**config.mk**
```make
export PLATFORM = sky130hd
export DESIGN_NAME = sram_access_ctrl_flat
export DESIGN_NICKNAME = d
export VERILOG_FILES = /design/src/rtl/sram_access_ctrl_if.sv /design/src/rtl/sram_access_ctrl.sv /design/src/flat_wrapper.sv
export SDC_FILE = /design/constraint.sdc
export NUM_CORES = 1
export LEC_CHECK = 0
export BUFFER_PORTS_ARGS = -buffer_cell sky130_fd_sc_hd__buf_4
export CORE_UTILIZATION = 54
export CTS_CLUSTER_SIZE = 40
export DETAILED_ROUTE_END_ITERATION = 12
export GPL_TIMING_DRIVEN = 0
export PLACE_DENSITY = 0.86
export SETUP_SLACK_MARGIN = 0.4
export SLEW_MARGIN = 20
export SYNTH_ARGS = -nofsm -noshare
export SYNTH_HDL_FRONTEND = slang
export SYNTH_SLANG_ARGS = --single-unit
```
**constraint.sdc**
```tcl
create_clock -name clk -period 3 [get_ports clk]
set_input_delay 0.6 -clock clk [delete_from_list [all_inputs] [get_ports clk]]
set_output_delay 0.6 -clock clk [all_outputs]
set_load 0.05 [all_outputs]
```
**src/rtl/sram_access_ctrl_if.sv**
```systemverilog
// Request/response handshake between the CPU datapath (master) and the SRAM access controller (slave).
interface sram_access_ctrl_if #(
  parameter int N = 8
);
  logic         req_valid;
  logic         req_ready;
  logic [1:0]   req_op;
  logic [N-1:0] req_addr;
  logic [N-1:0] req_wdata;
  logic [N-1:0] req_len;
  logic         resp_valid;
  logic [N-1:0] resp_rdata;
  logic         busy;

  modport master (
    output req_valid, req_op, req_addr, req_wdata, req_len,
    input  req_ready, resp_valid, resp_rdata, busy
  );

  modport slave (
    input  req_valid, req_op, req_addr, req_wdata, req_len,
    output req_ready, resp_valid, resp_rdata, busy
  );
endinterface

```
**src/rtl/sram_access_ctrl.sv**
```systemverilog
// Single-outstanding load/store/fill sequencer driving a registered-read SRAM.
module sram_access_ctrl #(
  parameter int N = 8
) (
  input  logic             clk,
  input  logic             rst_n,
  sram_access_ctrl_if.slave bus,
  output logic             SRAM_readEnable,
  output logic             SRAM_writeEnable,
  output logic [N-1:0]     SRAM_address,
  output logic [N-1:0]     SRAM_data_in,
  input  logic [N-1:0]     SRAM_data
);

  typedef enum logic [2:0] {
    IDLE     = 3'd0,
    RD_ISSUE = 3'd1,
    RD_CAPT  = 3'd2,
    WR       = 3'd3,
    FILL     = 3'd4
  } state_t;

  localparam logic [1:0]   OP_WRITE = 2'b01;
  localparam logic [1:0]   OP_FILL  = 2'b10;
  localparam logic [N-1:0] ONE      = {{(N-1){1'b0}}, 1'b1};

  state_t       state_reg;
  logic [N-1:0] remaining_reg;
  logic         resp_valid_reg;
  logic [N-1:0] resp_rdata_reg;
  logic         accept;

  // Gated with rst_n so the requester never sees ready while reset is held.
  assign bus.req_ready  = (state_reg == IDLE) && rst_n;
  assign bus.busy       = (state_reg != IDLE);
  assign bus.resp_valid = resp_valid_reg;
  assign bus.resp_rdata = resp_rdata_reg;
  assign accept         = bus.req_valid && bus.req_ready;

  always_ff @(posedge clk or negedge rst_n) begin
    if (!rst_n) begin
      state_reg        <= IDLE;
      remaining_reg    <= '0;
      resp_valid_reg   <= 1'b0;
      resp_rdata_reg   <= '0;
      SRAM_readEnable  <= 1'b0;
      SRAM_writeEnable <= 1'b0;
      SRAM_address     <= '0;
      SRAM_data_in     <= '0;
    end else begin
      resp_valid_reg <= 1'b0;
      case (state_reg)
        IDLE: begin
          if (accept) begin
            case (bus.req_op)
              OP_WRITE: begin
                state_reg        <= WR;
                SRAM_writeEnable <= 1'b1;
                SRAM_address     <= bus.req_addr;
                SRAM_data_in     <= bus.req_wdata;
              end
              OP_FILL: begin
                // A zero-length fill completes without touching the SRAM.
                if (bus.req_len == '0) begin
                  resp_valid_reg <= 1'b1;
                end else begin
                  state_reg        <= FILL;
                  SRAM_writeEnable <= 1'b1;
                  SRAM_address     <= bus.req_addr;
                  SRAM_data_in     <= bus.req_wdata;
                  remaining_reg    <= bus.req_len;
                end
              end
              default: begin
                state_reg       <= RD_ISSUE;
                SRAM_readEnable <= 1'b1;
                SRAM_address    <= bus.req_addr;
              end
            endcase
          end
        end
        RD_ISSUE: begin
          SRAM_readEnable <= 1'b0;
          state_reg       <= RD_CAPT;
        end
        RD_CAPT: begin
          resp_rdata_reg <= SRAM_data;
          resp_valid_reg <= 1'b1;
          state_reg      <= IDLE;
        end
        WR: begin
          SRAM_writeEnable <= 1'b0;
          resp_valid_reg   <= 1'b1;
          state_reg        <= IDLE;
        end
        FILL: begin
          // Address wraps naturally at 2**N; it is left on the last word written.
          if (remaining_reg == ONE) begin
            SRAM_writeEnable <= 1'b0;
            resp_valid_reg   <= 1'b1;
            state_reg        <= IDLE;
          end else begin
            SRAM_address  <= SRAM_address + ONE;
            remaining_reg <= remaining_reg - ONE;
          end
        end
        default: begin
          SRAM_readEnable  <= 1'b0;
          SRAM_writeEnable <= 1'b0;
          state_reg        <= IDLE;
        end
      endcase
    end
  end

endmodule

```
**src/flat_wrapper.sv**
```systemverilog
// flat-port wrapper written by rule: the top's interface ports become plain ports
module sram_access_ctrl_flat 
#(
  parameter int N = 8
)
  (clk, rst_n, SRAM_readEnable, SRAM_writeEnable, SRAM_address, SRAM_data_in, SRAM_data, bus_req_valid, bus_req_op, bus_req_addr, bus_req_wdata, bus_req_len, bus_req_ready, bus_resp_valid, bus_resp_rdata, bus_busy);
  sram_access_ctrl_if #(.N(N)) bus_i ();
  input  logic clk;
  input  logic rst_n;
  output logic SRAM_readEnable;
  output logic SRAM_writeEnable;
  output logic [N-1:0] SRAM_address;
  output logic [N-1:0] SRAM_data_in;
  input  logic [N-1:0] SRAM_data;
  input wire logic [$bits(bus_i.req_valid)-1:0] bus_req_valid;
  input wire logic [$bits(bus_i.req_op)-1:0] bus_req_op;
  input wire logic [$bits(bus_i.req_addr)-1:0] bus_req_addr;
  input wire logic [$bits(bus_i.req_wdata)-1:0] bus_req_wdata;
  input wire logic [$bits(bus_i.req_len)-1:0] bus_req_len;
  output wire logic [$bits(bus_i.req_ready)-1:0] bus_req_ready;
  output wire logic [$bits(bus_i.resp_valid)-1:0] bus_resp_valid;
  output wire logic [$bits(bus_i.resp_rdata)-1:0] bus_resp_rdata;
  output wire logic [$bits(bus_i.busy)-1:0] bus_busy;
  assign bus_i.req_valid = bus_req_valid;
  assign bus_i.req_op = bus_req_op;
  assign bus_i.req_addr = bus_req_addr;
  assign bus_i.req_wdata = bus_req_wdata;
  assign bus_i.req_len = bus_req_len;
  assign bus_req_ready = bus_i.req_ready;
  assign bus_resp_valid = bus_i.resp_valid;
  assign bus_resp_rdata = bus_i.resp_rdata;
  assign bus_busy = bus_i.busy;
  sram_access_ctrl #(.N(N)) u_core (.clk(clk), .rst_n(rst_n), .bus(bus_i), .SRAM_readEnable(SRAM_readEnable), .SRAM_writeEnable(SRAM_writeEnable), .SRAM_address(SRAM_address), .SRAM_data_in(SRAM_data_in), .SRAM_data(SRAM_data));
endmodule
```
# After elaboration in Yosys (flattened, before gate mapping)
# Cells that the tools add are included.
[word_totals]
ff_bits = 38
latchBits = 0
ram_bits = 0
mem_bits_ro = 0
output_inout_bits = 29
elab_cells = 75
mem_count = 0
[classes]
addsub = 2
n_mul = 0
div = 0
n_lt_le_gt_ge = 0
eq_ne = 16
shift = 0
n_mux = 30
bitwise_logic = 2
n_reduce_logical = 17
[op_table]
columns = ["operator", "n"]
rows = [
  ["2-to-1 mux 8 bit", 9],
  ["one-hot mux 8 bit (2 select lines)", 3],
  ["inequality test 2 bit (second input constant)", 5],
  ["AND reduction 5 bit", 2],
  ["2-to-1 mux 1 bit", 9],
  ["2-to-1 mux 3 bit", 3],
  ["one-hot mux 3 bit (3 select lines)", 1],
  ["adder 8 x 1 -> 8 bit (second input constant)", 1],
  ["== test 8 x 1 -> 1 bit (second input constant)", 1],
  ["zero test 8 bit", 1],
  ["AND reduction 4 bit", 2],
  ["subtractor 8 x 1 -> 8 bit (second input constant)", 1],
  ["== test 3 x 2 -> 1 bit (second input constant)", 2],
  ["inequality test 3 bit (second input constant)", 2],
  ["one-hot mux 1 bit (3 select lines)", 2],
  ["one-hot mux 3 bit (2 select lines)", 1],
  ["AND reduction 3 bit", 2],
  ["OR reduction 2 bit", 3],
  ["inequality test 2 x 1 -> 1 bit (second input constant)", 2],
  ["one-hot mux 1 bit (2 select lines)", 2],
  ["nonzero test 2 bit", 2],
  ["== test 3 x 1 -> 1 bit (second input constant)", 1],
  ["== test 3 bit (second input constant)", 1],
  ["zero test 3 bit", 1],
  ["other kinds (6)", 8],
]

# Logic depth before layout (Yosys ltp)
# Gate-level depths: netlist of the first run.
[depth]
ltp_word = 5
mapped_depth = 8
depth_no_buf = 6

# Least setup slack after synthesis of the first run
# No wires, ideal clock.
[synth_timing]
path_type = "in2reg"
startpoint = "input bus_req_len[5]"
endpoint = "register u_core.SRAM_address[4]"
arrival_ps = 1801
t_required_ps = 2879
setup_slack_ps = 1078
cell_stages = 5
n_path_buf = 1
path_cell_list = "nor4_1 nand3_1 o211a_1 buf_2 a22o_1"
[synth_between]
elab_chain_len = 3
[synth_lines]
columns = ["item", "line", "text"]
rows = [
  ["start: declaration", "flat_wrapper.sv:19", "input wire logic [$bits(bus_i.req_len)-1:0] bus_req_len;"],
  ["zero test 8 bit", "sram_access_ctrl.sv:64", "if (bus.req_len == '0) begin"],
  ["inequality test 3 bit (no source line)", "-", ""],
  ["AND reduction 4 bit (no source line)", "-", ""],
  ["end signal: assignment", "sram_access_ctrl.sv:59", "SRAM_address <= bus.req_addr;"],
  ["end signal: assignment", "sram_access_ctrl.sv:69", "SRAM_address <= bus.req_addr;"],
  ["end signal: assignment", "sram_access_ctrl.sv:77", "SRAM_address <= bus.req_addr;"],
  ["end: declaration", "sram_access_ctrl.sv:10", "output logic [N-1:0] SRAM_address,"],
]
# Every way passes these cells.
# A chain may end at the register's enable or synchronous reset.

# Worst setup path after layout of the first run
[layout_timing]
startpoint = "register u_core.state_reg[0]"
endpoint = "output bus_req_ready"
[layout_between]
elab_chain_len = 2
[layout_lines]
columns = ["item", "line", "text"]
rows = [
  ["start: declaration", "sram_access_ctrl.sv:27", "state_t state_reg;"],
  ["start signal: assignment", "sram_access_ctrl.sv:42", "state_reg <= IDLE;"],
  ["start signal: assignment", "sram_access_ctrl.sv:57", "state_reg <= WR;"],
  ["start signal: assignment", "sram_access_ctrl.sv:67", "state_reg <= FILL;"],
  ["zero test 3 bit", "sram_access_ctrl.sv:34", "assign bus.req_ready = (state_reg == IDLE) && rst_n;"],
  ["logical AND 1 bit", "sram_access_ctrl.sv:34", ""],
  ["end: declaration", "flat_wrapper.sv:20", "output wire logic [$bits(bus_i.req_ready)-1:0] bus_req_ready;"],
]
# Every way passes these cells.

==> reports/results.tsv, run 1 <==
stage	metric	value	unit
status	status	finished, final reports clean	
floorplan	width of the die	62.4	um
clock_network	number of setup buffers added after CTS	0	
synthesis	Synth warnings	0	
synthesis	top cells by area, synth	dfrtp_1 48%, mux2_2 9.1%, a21oi_1 4.6%	
floorplan	DIE AREA	3900	um2
floorplan	Starting Density	57.7	%
floorplan	chip height	62.4	um
synthesis	Syn Inst Count	194	
finish	area grow syn2layout	31.9	%
clock_network	worst-skew pair later-pin latency	0.35	ns
detailed_routing	Post-Route WL	4.72	mm
clock_network	deepest clock path buffer count	2	
finish	layout cells sized above 1	38.6	%
synthesis	Syn Nets	237	
synthesis	syn avg cell area	10.2	um2
detailed_routing	vias per std cell	5.64	
synthesis	Async SR Flop Fraction	100	%
timing	Final Worst Setup Slack	0.853	ns
worst_setup_path	crit start category	flop	
global_route	Overflow after GRT	0	
timing	Final setup viols	0	
synthesis	post-synth top area share	48.3	%
clock_network	H-tree depth	2	
clock_network	Post-CTS Resized	0	
placement	Placement Setup Slack	0.651	ns
pwr	Total Power	3080	uW
timing	final setup TNS	0	ns
detailed_routing	Initial DRC Count	121	
synthesis	area leader, netlist	dfrtp_1	
global_route	first-pass GRT wire length	8.22	mm
timing	RSZ-0062 raised after global routing	false	
global_route	Total GRT Usage	26.8	%
floorplan	Core ar.	3420	um2
timing	Tightest Pin Transition	0.679	ns
timing	Clock Skew	0.00672	ns
synthesis	Post-synth EDFFs	0	
synthesis	Distinct cells, synth	43	
worst_setup_path	slowest stage cell, crit path	dfrtp_1	
synthesis	main flop type after synthesis	dfrtp_1	
pwr	Pleak	0.00124	uW
job	Max Cap Violations	0	
finish	antenna fix cells	0	
pwr	power density over the cells	1190	nW/um2
hold_path	worst hold path class	primary input to asynchronous set/reset pin	
finish	Nets	309	
worst_setup_path	worst-path fanout max	9	
detailed_routing	DR vias	1764	
worst_setup_path	CP cell instances	buf_6 > nor3_2 > and2_1 > buf_4	
detailed_routing	drc violations	0	
floorplan	# rows	21	
clock_network	clock slew at reported path FFs	0.12	ns
finish	most frequent cells in the layout	66 x buf_4, 38 x dfrtp_1, 18 x a21oi_1, 16 x mux2_2, 14 x o21ai_0	
synthesis	flops & latches, synth	38	
clock_network	CTS buffer count	5	
worst_setup_path	CP Capture Type	output pin	
timing	fmax	466	MHz
finish	commonest non-fill, non-tap cell in the layout	buf_4	
pwr	maximum vdd drop	0.906	mV
placement	port buffer count	65	
timing	min Tclk post-route	2.15	ns
detailed_routing	average wire per standard cell	15.1	um
global_route	initial antenna violation count	0	
worst_setup_path	CP Class	flop to output pin	
detailed_routing	drt first pass iters	4	
detailed_routing	DRT antenna net count	0	
worst_setup_path	Crit path arrival time	1.55	ns
clock_network	Root Driver	clkbuf_4	
placement	Final Wtd Congestion	0.810	
worst_setup_path	CP top delay family	simple AND/OR/NAND/NOR gates	
synthesis	sequential-to-total area share from yosys stat	48.3	%
clock_network	CTS tree	yes	
synthesis	Synth Cell Area	1970	um2
timing	period utilization	71.6	%
clock_network	Post-CTS Hold Fix Bufs	0	
global_route	largest net degree at the start of global routing	42	
clock_network	Sinks on Clock Net	38	
placement	DP HPWL	3.40	mm
worst_setup_path	crit path buf inv count	2	
timing	max-slew violation count	0	
worst_setup_path	Crit path required time	2.40	ns
timing	Hold Vio Cnt, Final	0	
worst_setup_path	slowest stage delay, CP	0.40	ns
global_route	vias in the first global route	1752	
floorplan	IO Pins	66	
timing	relative slew slack	54.5	%
==> power breakdown <==
group | switching, uW | internal (uW) | leakage [uW]
combinational | 1180 | 593 | 0.000744
clock | 180 | 175 | 0.0000374
sequential | 207 | 753 | 0.000455
==> kinds of logic after synthesis <==
logic type / synth area share (%)
buf+inv: 4.70
flops: 48.3
simple gates: 15.3
mux: 9.65
compound gates: 18.3
fa+ha+maj: 3.81
==> stage by stage <==
step,area (um2),hold slack (ns),cells,utilization (%)
6_report,2600,0.189,313,76.1
5_1_grt,2600,0.227,313,76.1
4_1_cts,2600,0.204,313,76.1
3_5_place_dp,2520,0.496,305,73.7
3_3_place_gp,2520,0.488,305,73.7
2_1_floorplan,1970,0.304,194,-
==> routing by layer <==
layer	wire length, um	up-vias	global-route usage (%)
met4	65	0	8.43
met3	204	8	4.74
met1	1970	860	35.1
li1	-	846	-
met5	0	-	0
met2	2480	50	45.2
==> final timing paths <==
kind | from | end | slack, ns | depth (start not counted)
worst max-delay path | u_core.state_reg[0] | bus_req_ready | 0.85 | 4
worst min-delay path | rst_n | u_core.SRAM_data_in[0] | 0.19 | 1
worst max register to register | u_core.state_reg[0] | u_core.SRAM_address[6] | 0.97 | 6
worst min register to register | u_core.SRAM_data_in[6] | u_core.SRAM_data_in[6] | 0.52 | 1
max in group asynchronous | rst_n | u_core.remaining_reg[5] | 2.45 | 1
min in group clk | bus_req_wdata[0] | u_core.SRAM_data_in[0] | 0.47 | 2
==> final cells by class <==
class,instances,area [um2]
timing repair buffer,65,488
tap,46,57.6
clock buffer,5,37.5
clock inverter,3,45.0
multi-input combinational,136,927
sequential,38,951
inverter,10,37.5
fill,258,817
buffer,10,55.1
==> cell usage after synthesis, types with 2 or more instances <==
cell type / n
nor4_1: 2
nor2_1: 13
clkbuf_1: 3
nor3_2: 2
nand4_1: 3
a21oi_1: 18
buf_2: 5
nor3_1: 6
nand3_1: 7
nand2_1: 12
inv_1: 10
o31ai_1: 2
dfrtp_1: 38
a22oi_1: 2
mux2_2: 16
o21ai_1: 4
ha_1: 6
o21ai_0: 14
and3_1: 4
a31oi_1: 4
(Power assumes the default switching activity.)
==> run 2: changes to the inputs <==
ABC_AREA = 1   (was not set)
CORE_UTILIZATION = 52   (was 54)
PLACE_DENSITY = 0.81   (was 0.86)
clock period = 2.22 ns   (was 3 ns; I/O delays follow)
==> run 2 against run 1 <==
- register-to-register slack lost 0.36 ns
- synthesized area grew 13%
- first-iteration DRC count grew 1.7%
- sequential cell count is the same
- die area grew 17%
- wire length grew 5.4%
- critical path depth is the same
- setup slack lost 0.39 ns
- sequential share of layout area shrank 3.8 points
==> reports/results.tsv, run 2 <==
stage	metric	value	unit
synthesis	flops & latches, synth	38	
timing	max-slew violation count	0	
synthesis	count leader, synth	nand2_1	
timing	RSZ-0062 raised after global routing	false	
synthesis	Synth Cell Area	2230	um2
hold_path	worst hold path class	primary input to asynchronous set/reset pin	
floorplan	# rows	23	
synthesis	area leader, netlist	dfrtp_1	
floorplan	Core ar.	4060	um2
synthesis	Async SR Flop Fraction	100	%
global_route	first-pass GRT wire length	8.09	mm
synthesis	top cells by area, synth	dfrtp_1 43%, nand2_1 13%, inv_1 5.6%	
detailed_routing	Post-Route WL	4.97	mm
job	Max Cap Violations	0	
timing	Hold Vio Cnt, Final	0	
floorplan	Starting Density	54.9	%
clock_network	Sinks on Clock Net	38	
synthesis	synth cell count leaders	79 x nand2_1, 38 x dfrtp_1, 33 x inv_1, 22 x o21ai_0, 21 x nor2_1	
global_route	Total GRT Usage	23.9	%
worst_setup_path	CP Capture Type	output pin	
detailed_routing	Initial DRC Count	123	
synthesis	Post-synth EDFFs	0	
floorplan	width of the die	67.5	um
finish	Final Cell Area	2900	um2
timing	relative slew slack	66.3	%
worst_setup_path	Crit path arrival time	1.31	ns
worst_setup_path	Crit path required time	1.78	ns
finish	antenna fix cells	0	
clock_network	CTS buffer count	5	
floorplan	chip height	67.5	um
global_route	Overflow after GRT	0	
timing	Clock Skew	0.00762	ns
detailed_routing	average wire per standard cell	12.6	um
timing	final setup TNS	0	ns
clock_network	deepest clock path buffer count	2	
pwr	Pleak	0.00157	uW
finish	most frequent cells in the layout	79 x nand2_1, 63 x buf_4, 38 x dfrtp_1, 33 x inv_1, 22 x o21ai_0	
placement	DP HPWL	3.67	mm
detailed_routing	DRT antenna net count	0	
worst_setup_path	worst-path fanout max	4	
timing	fmax	570	MHz
pwr	power density over the cells	1710	nW/um2
clock_network	Post-CTS Hold Fix Bufs	0	
synthesis	post-synth top area share	42.6	%
timing	min Tclk post-route	1.75	ns
placement	dpl cell area	2780	um2
timing	Final setup viols	0	
status	status	finished, final reports clean	
placement	Final Wtd Congestion	0.879	
clock_network	CTS tree	yes	
global_route	largest net degree at the start of global routing	40	
global_route	vias in the first global route	1887	
finish	commonest non-fill, non-tap cell in the layout	nand2_1	
synthesis	Syn Inst Count	273	
timing	Tightest Pin Transition	0.505	ns
detailed_routing	DR vias	1994	
worst_setup_path	CP Class	flop to output pin	
clock_network	H-tree depth	2	
finish	layout cells sized above 1	33.0	%
synthesis	Synth warnings	0	
clock_network	worst-skew pair later-pin latency	0.29	ns
finish	Fillers	330	
clock_network	Root Driver	clkbuf_8	
worst_setup_path	crit start category	flop	
pwr	maximum vdd drop	0.902	mV
synthesis	sequential-to-total area share from yosys stat	42.6	%
clock_network	clock slew at reported path FFs	0.08	ns
floorplan	DIE AREA	4550	um2
synthesis	main flop type after synthesis	dfrtp_1	
global_route	initial antenna violation count	0	
synthesis	Distinct cells, synth	29	
timing	period utilization	79.0	%
finish	area grow syn2layout	30.2	%
synthesis	syn avg cell area	8.17	um2
detailed_routing	drc violations	0	
synthesis	Syn Nets	316	
finish	Nets	388	
detailed_routing	vias per std cell	5.05	
floorplan	IO Pins	66	
placement	port buffer count	65	
detailed_routing	drt first pass iters	4	
run 2: critical path: stages, from the launching register on:
cell,delay (ns)
dfrtp_1,0.41
nor2_4,0.18
nand2_4,0.11
nor2_8,0.14
buf_6,0.18
run 2: routing by layer:
layer / share of wire [%] / track usage [%] / vias to the layer above / wire length [um]
met4: 0.84 / 7.45 / 0 / 42
li1: - / - / 1012 / -
met2: 49 / 40.3 / 53 / 2460
met1: 44 / 29.1 / 924 / 2190
met5: 0 / 0 / - / 0
met3: 5.8 / 6.76 / 5 / 288
run 2: cell families after synthesis:
logic type                 Yosys count  synth area share (%)
AOI/OAI and AO/OA                   35                  9.15
xor gates and xnor gates             2                 0.786
adders and majority gates            6                  3.37
buffers and inverters               42                  8.75
DFF                                 38                  42.6
muxes                               10                  4.94
and+or+nand+nor                    140                  30.4
run 2: worst paths after layout:
kind / startpoint / endpoint / slack (ns) / cells past startpoint
max: u_core.state_reg[1] / bus_req_ready / 0.47 / 4
min: rst_n / u_core.SRAM_address[5] / 0.02 / 1
max reg2reg: u_core.remaining_reg[1] / u_core.SRAM_address[7] / 0.61 / 10
min reg2reg: u_core.SRAM_data_in[3] / u_core.SRAM_data_in[3] / 0.49 / 2
max in group asynchronous: rst_n / u_core.SRAM_writeEnable / 1.96 / 1
min in group clk: SRAM_data[6] / u_core.bus.resp_rdata[6] / 0.38 / 2
run 2: cell type report:
class | count | area (um2) | share of cell area [%]
flip-flops and latches | 38 | 951 | 32.7
repair buffers | 65 | 499 | 17.2
clock buffers | 6 | 82.6 | 2.84
multi-input cells | 193 | 1080 | 37.3
well taps | 50 | 62.6 | 2.15
clock inverters | 1 | 30.0 | 1.03
inverters | 37 | 144 | 4.95
plain buffers | 5 | 51.3 | 1.77
run 2: where the power goes:
group          internal, uW  switching, uW  total [uW]
registers              1030            295        1330
clock network           359            244         603
logic                  1010           2030        3050
run 2: repair_timing:
action / CTS / global route
pin swaps: 0 / 1
setup endpoints to repair: 1 / 1
resized for setup: 2 / 1
buffers inserted: 0 / 0
hold endpoints to repair: 0 / 0
run 2: through the flow:
| step | instances | util (%) | setup slack, ns | hold slack, ns | power (uW) |
|---|---|---|---|---|---|
| 2_1_floorplan | 273 | - | 0.592 | 0.148 | 3550 |
| 3_3_place_gp | 388 | 68.5 | 0.251 | 0.449 | 4290 |
| 3_5_place_dp | 388 | 68.5 | 0.230 | 0.452 | 4370 |
| 4_1_cts | 395 | 71.5 | 0.409 | 0.0212 | 5000 |
| 5_1_grt | 395 | 71.6 | 0.422 | 0.0266 | 5310 |
| 6_report | 395 | 71.6 | 0.466 | 0.0151 | 4970 |
==> run 3: changes to the inputs <==
clock period = 1.75 ns   (was 2.22 ns; I/O delays follow)
==> run 3 against run 2 <==
- the run now ends with negative hold slack left
- setup slack got worse by 0.31 ns
- clock skew about the same
- sequential share of layout area decreased by 1.4 points
- worst hold slack got worse by 0.068 ns
- non-clock buffer count increased by 12
- wire length increased by 5.1%
- first-iteration DRC count increased by 13%
- sequential cell count unchanged
- final cell count increased by 3.3%
- combinational power increased by 41%
- cell area increased by 5.2%
- critical path depth unchanged
- critical path type unchanged
==> reports/results.tsv, run 3 (synthesized netlist as in run 2, its figures left out) <==
stage	metric	value	unit
clock_network	CTS buffer count	5	
global_route	largest net degree at the start of global routing	40	
timing	Final setup viols	0	
timing	Fin Hold WS	-0.0526	ns
placement	dpl cell area	2790	um2
global_route	Total GRT Usage	24.4	%
finish	non-filler cells, final	408	
detailed_routing	Post-Route WL	5.22	mm
job	Max Cap Violations	0	
global_route	first-pass GRT wire length	8.24	mm
timing	Clock Skew	0.00762	ns
status	status	finished, violations left	
global_route	Overflow after GRT	0	
worst_setup_path	CP Capture Type	output pin	
floorplan	DIE AREA	4550	um2
detailed_routing	DR vias	2082	
timing	Hold Vio Cnt, Final	38	
clock_network	deepest clock path buffer count	2	
finish	Final Cell Area	3050	um2
worst_setup_path	CP Class	flop to output pin	
worst_setup_path	crit start category	flop	
finish	commonest non-fill, non-tap cell in the layout	nand2_1	
timing	final setup TNS	0	ns
timing	RSZ-0062 raised after global routing	true	
clock_network	Sinks on Clock Net	38	
finish	area grow syn2layout	37.0	%
placement	Final Wtd Congestion	0.912	
detailed_routing	DRT antenna net count	0	
clock_network	H-tree depth	2	
floorplan	width of the die	67.5	um
timing	min Tclk post-route	1.59	ns
global_route	vias in the first global route	1882	
timing	Tightest Pin Transition	0.362	ns
finish	Nets	400	
placement	Inst Count DP	388	
pwr	maximum vdd drop	1.51	mV
detailed_routing	drt first pass iters	4	
hold_path	worst hold path class	primary input to asynchronous set/reset pin	
finish	antenna fix cells	0	
placement	DP HPWL	3.52	mm
detailed_routing	Initial DRC Count	139	
floorplan	Starting Density	54.9	%
global_route	initial antenna violation count	0	
floorplan	chip height	67.5	um
worst_setup_path	Crit path required time	1.40	ns
pwr	power density over the cells	2180	nW/um2
floorplan	IO Pins	66	
worst_setup_path	Crit path arrival time	1.24	ns
clock_network	CTS tree	yes	
clock_network	Root Driver	clkbuf_8	
pwr	Pleak	0.00162	uW
detailed_routing	average wire per standard cell	12.8	um
finish	layout cells sized above 1	38.5	%
floorplan	Core ar.	4060	um2
detailed_routing	drc violations	0	
clock_network	worst-skew pair later-pin latency	0.29	ns
placement	port buffer count	65	
timing	fmax	627	MHz
detailed_routing	vias per std cell	5.10	
finish	most frequent cells in the layout	76 x nand2_1, 71 x buf_4, 34 x dfrtp_1, 32 x inv_1, 19 x nor2_1	
finish	final core utilization	75.3	%
worst_setup_path	worst-path fanout max	4	
timing	max-slew violation count	0	
status	failing checks	negative hold slack	
floorplan	# rows	23	
clock_network	clock slew at reported path FFs	0.08	ns
timing	relative slew slack	75.9	%
timing	period utilization	91.1	%
run 3: changes by cell type in the layout (fill, tap and decap cells not counted), sizes merged:
cell and delta:
buf +12, clkinv +1, bufinv -1, clkinvlp +1
run 3: worst paths after layout:
| path | start | endpoint | slack, ns | cells after the start |
|---|---|---|---|---|
| max | u_core.state_reg[2] | bus_req_ready | 0.16 | 4 |
| min | rst_n | u_core.SRAM_address[4] | -0.05 | 1 |
| max reg2reg | u_core.state_reg[2] | u_core.remaining_reg[1] | 0.18 | 10 |
| min reg2reg | u_core.SRAM_data_in[0] | u_core.SRAM_data_in[0] | 0.49 | 2 |
| max in group asynchronous | rst_n | u_core.remaining_reg[2] | 1.52 | 1 |
| min in group clk | SRAM_data[0] | u_core.bus.resp_rdata[0] | 0.29 | 2 |
run 3: what timing repair did:
item                                    in CTS  in global routing
pin swaps                                    6                  3
setup buffers                                8                  2
endpoints found under the setup margin      33                 32
resized for setup                           21                  4
hold endpoints to repair                    38                 38
gates cloned                                 2                  0
run 3: final cells by class:
cell class                 instances  area [um2]
multi-input combinational        193        1130
fill                             315        1000
sequential                        38         956
timing repair buffer              77         604
inverter                          37         146
clock buffer                       6        82.6
tap                               50        62.6
buffer                             5        61.3
clock inverter                     2        12.5
run 3: report_power, final:
group          internal (uW)  switching (uW)  leakage, uW  total (uW)
Sequential              1310             394     0.000465        1710
Clock                    317             333    0.0000472         650
Combinational           1550            2740      0.00110        4290
Total                   3180            3470      0.00162        6650
run 3: stage by stage:
step           setup WS, ns  power, uW
4_1_cts               0.150       6560
5_1_grt              0.0908       7060
2_1_floorplan         0.134       4580
3_5_place_dp         -0.137       5600
6_report              0.155       6650
3_3_place_gp        -0.0899       5510
run 3: worst max-delay path: stages (launching register included):
cell     delay (ns)
dfrtp_2        0.48
inv_2          0.14
nand2_8        0.08
nor2_8         0.10
buf_8          0.15
run 3: routing by layer:
layer / track usage [%] / part of all wire (%)
met3: 5.57 / 4.2
met1: 30.5 / 44
met4: 8.78 / 2.3
met5: 0 / 0
met2: 40.8 / 50
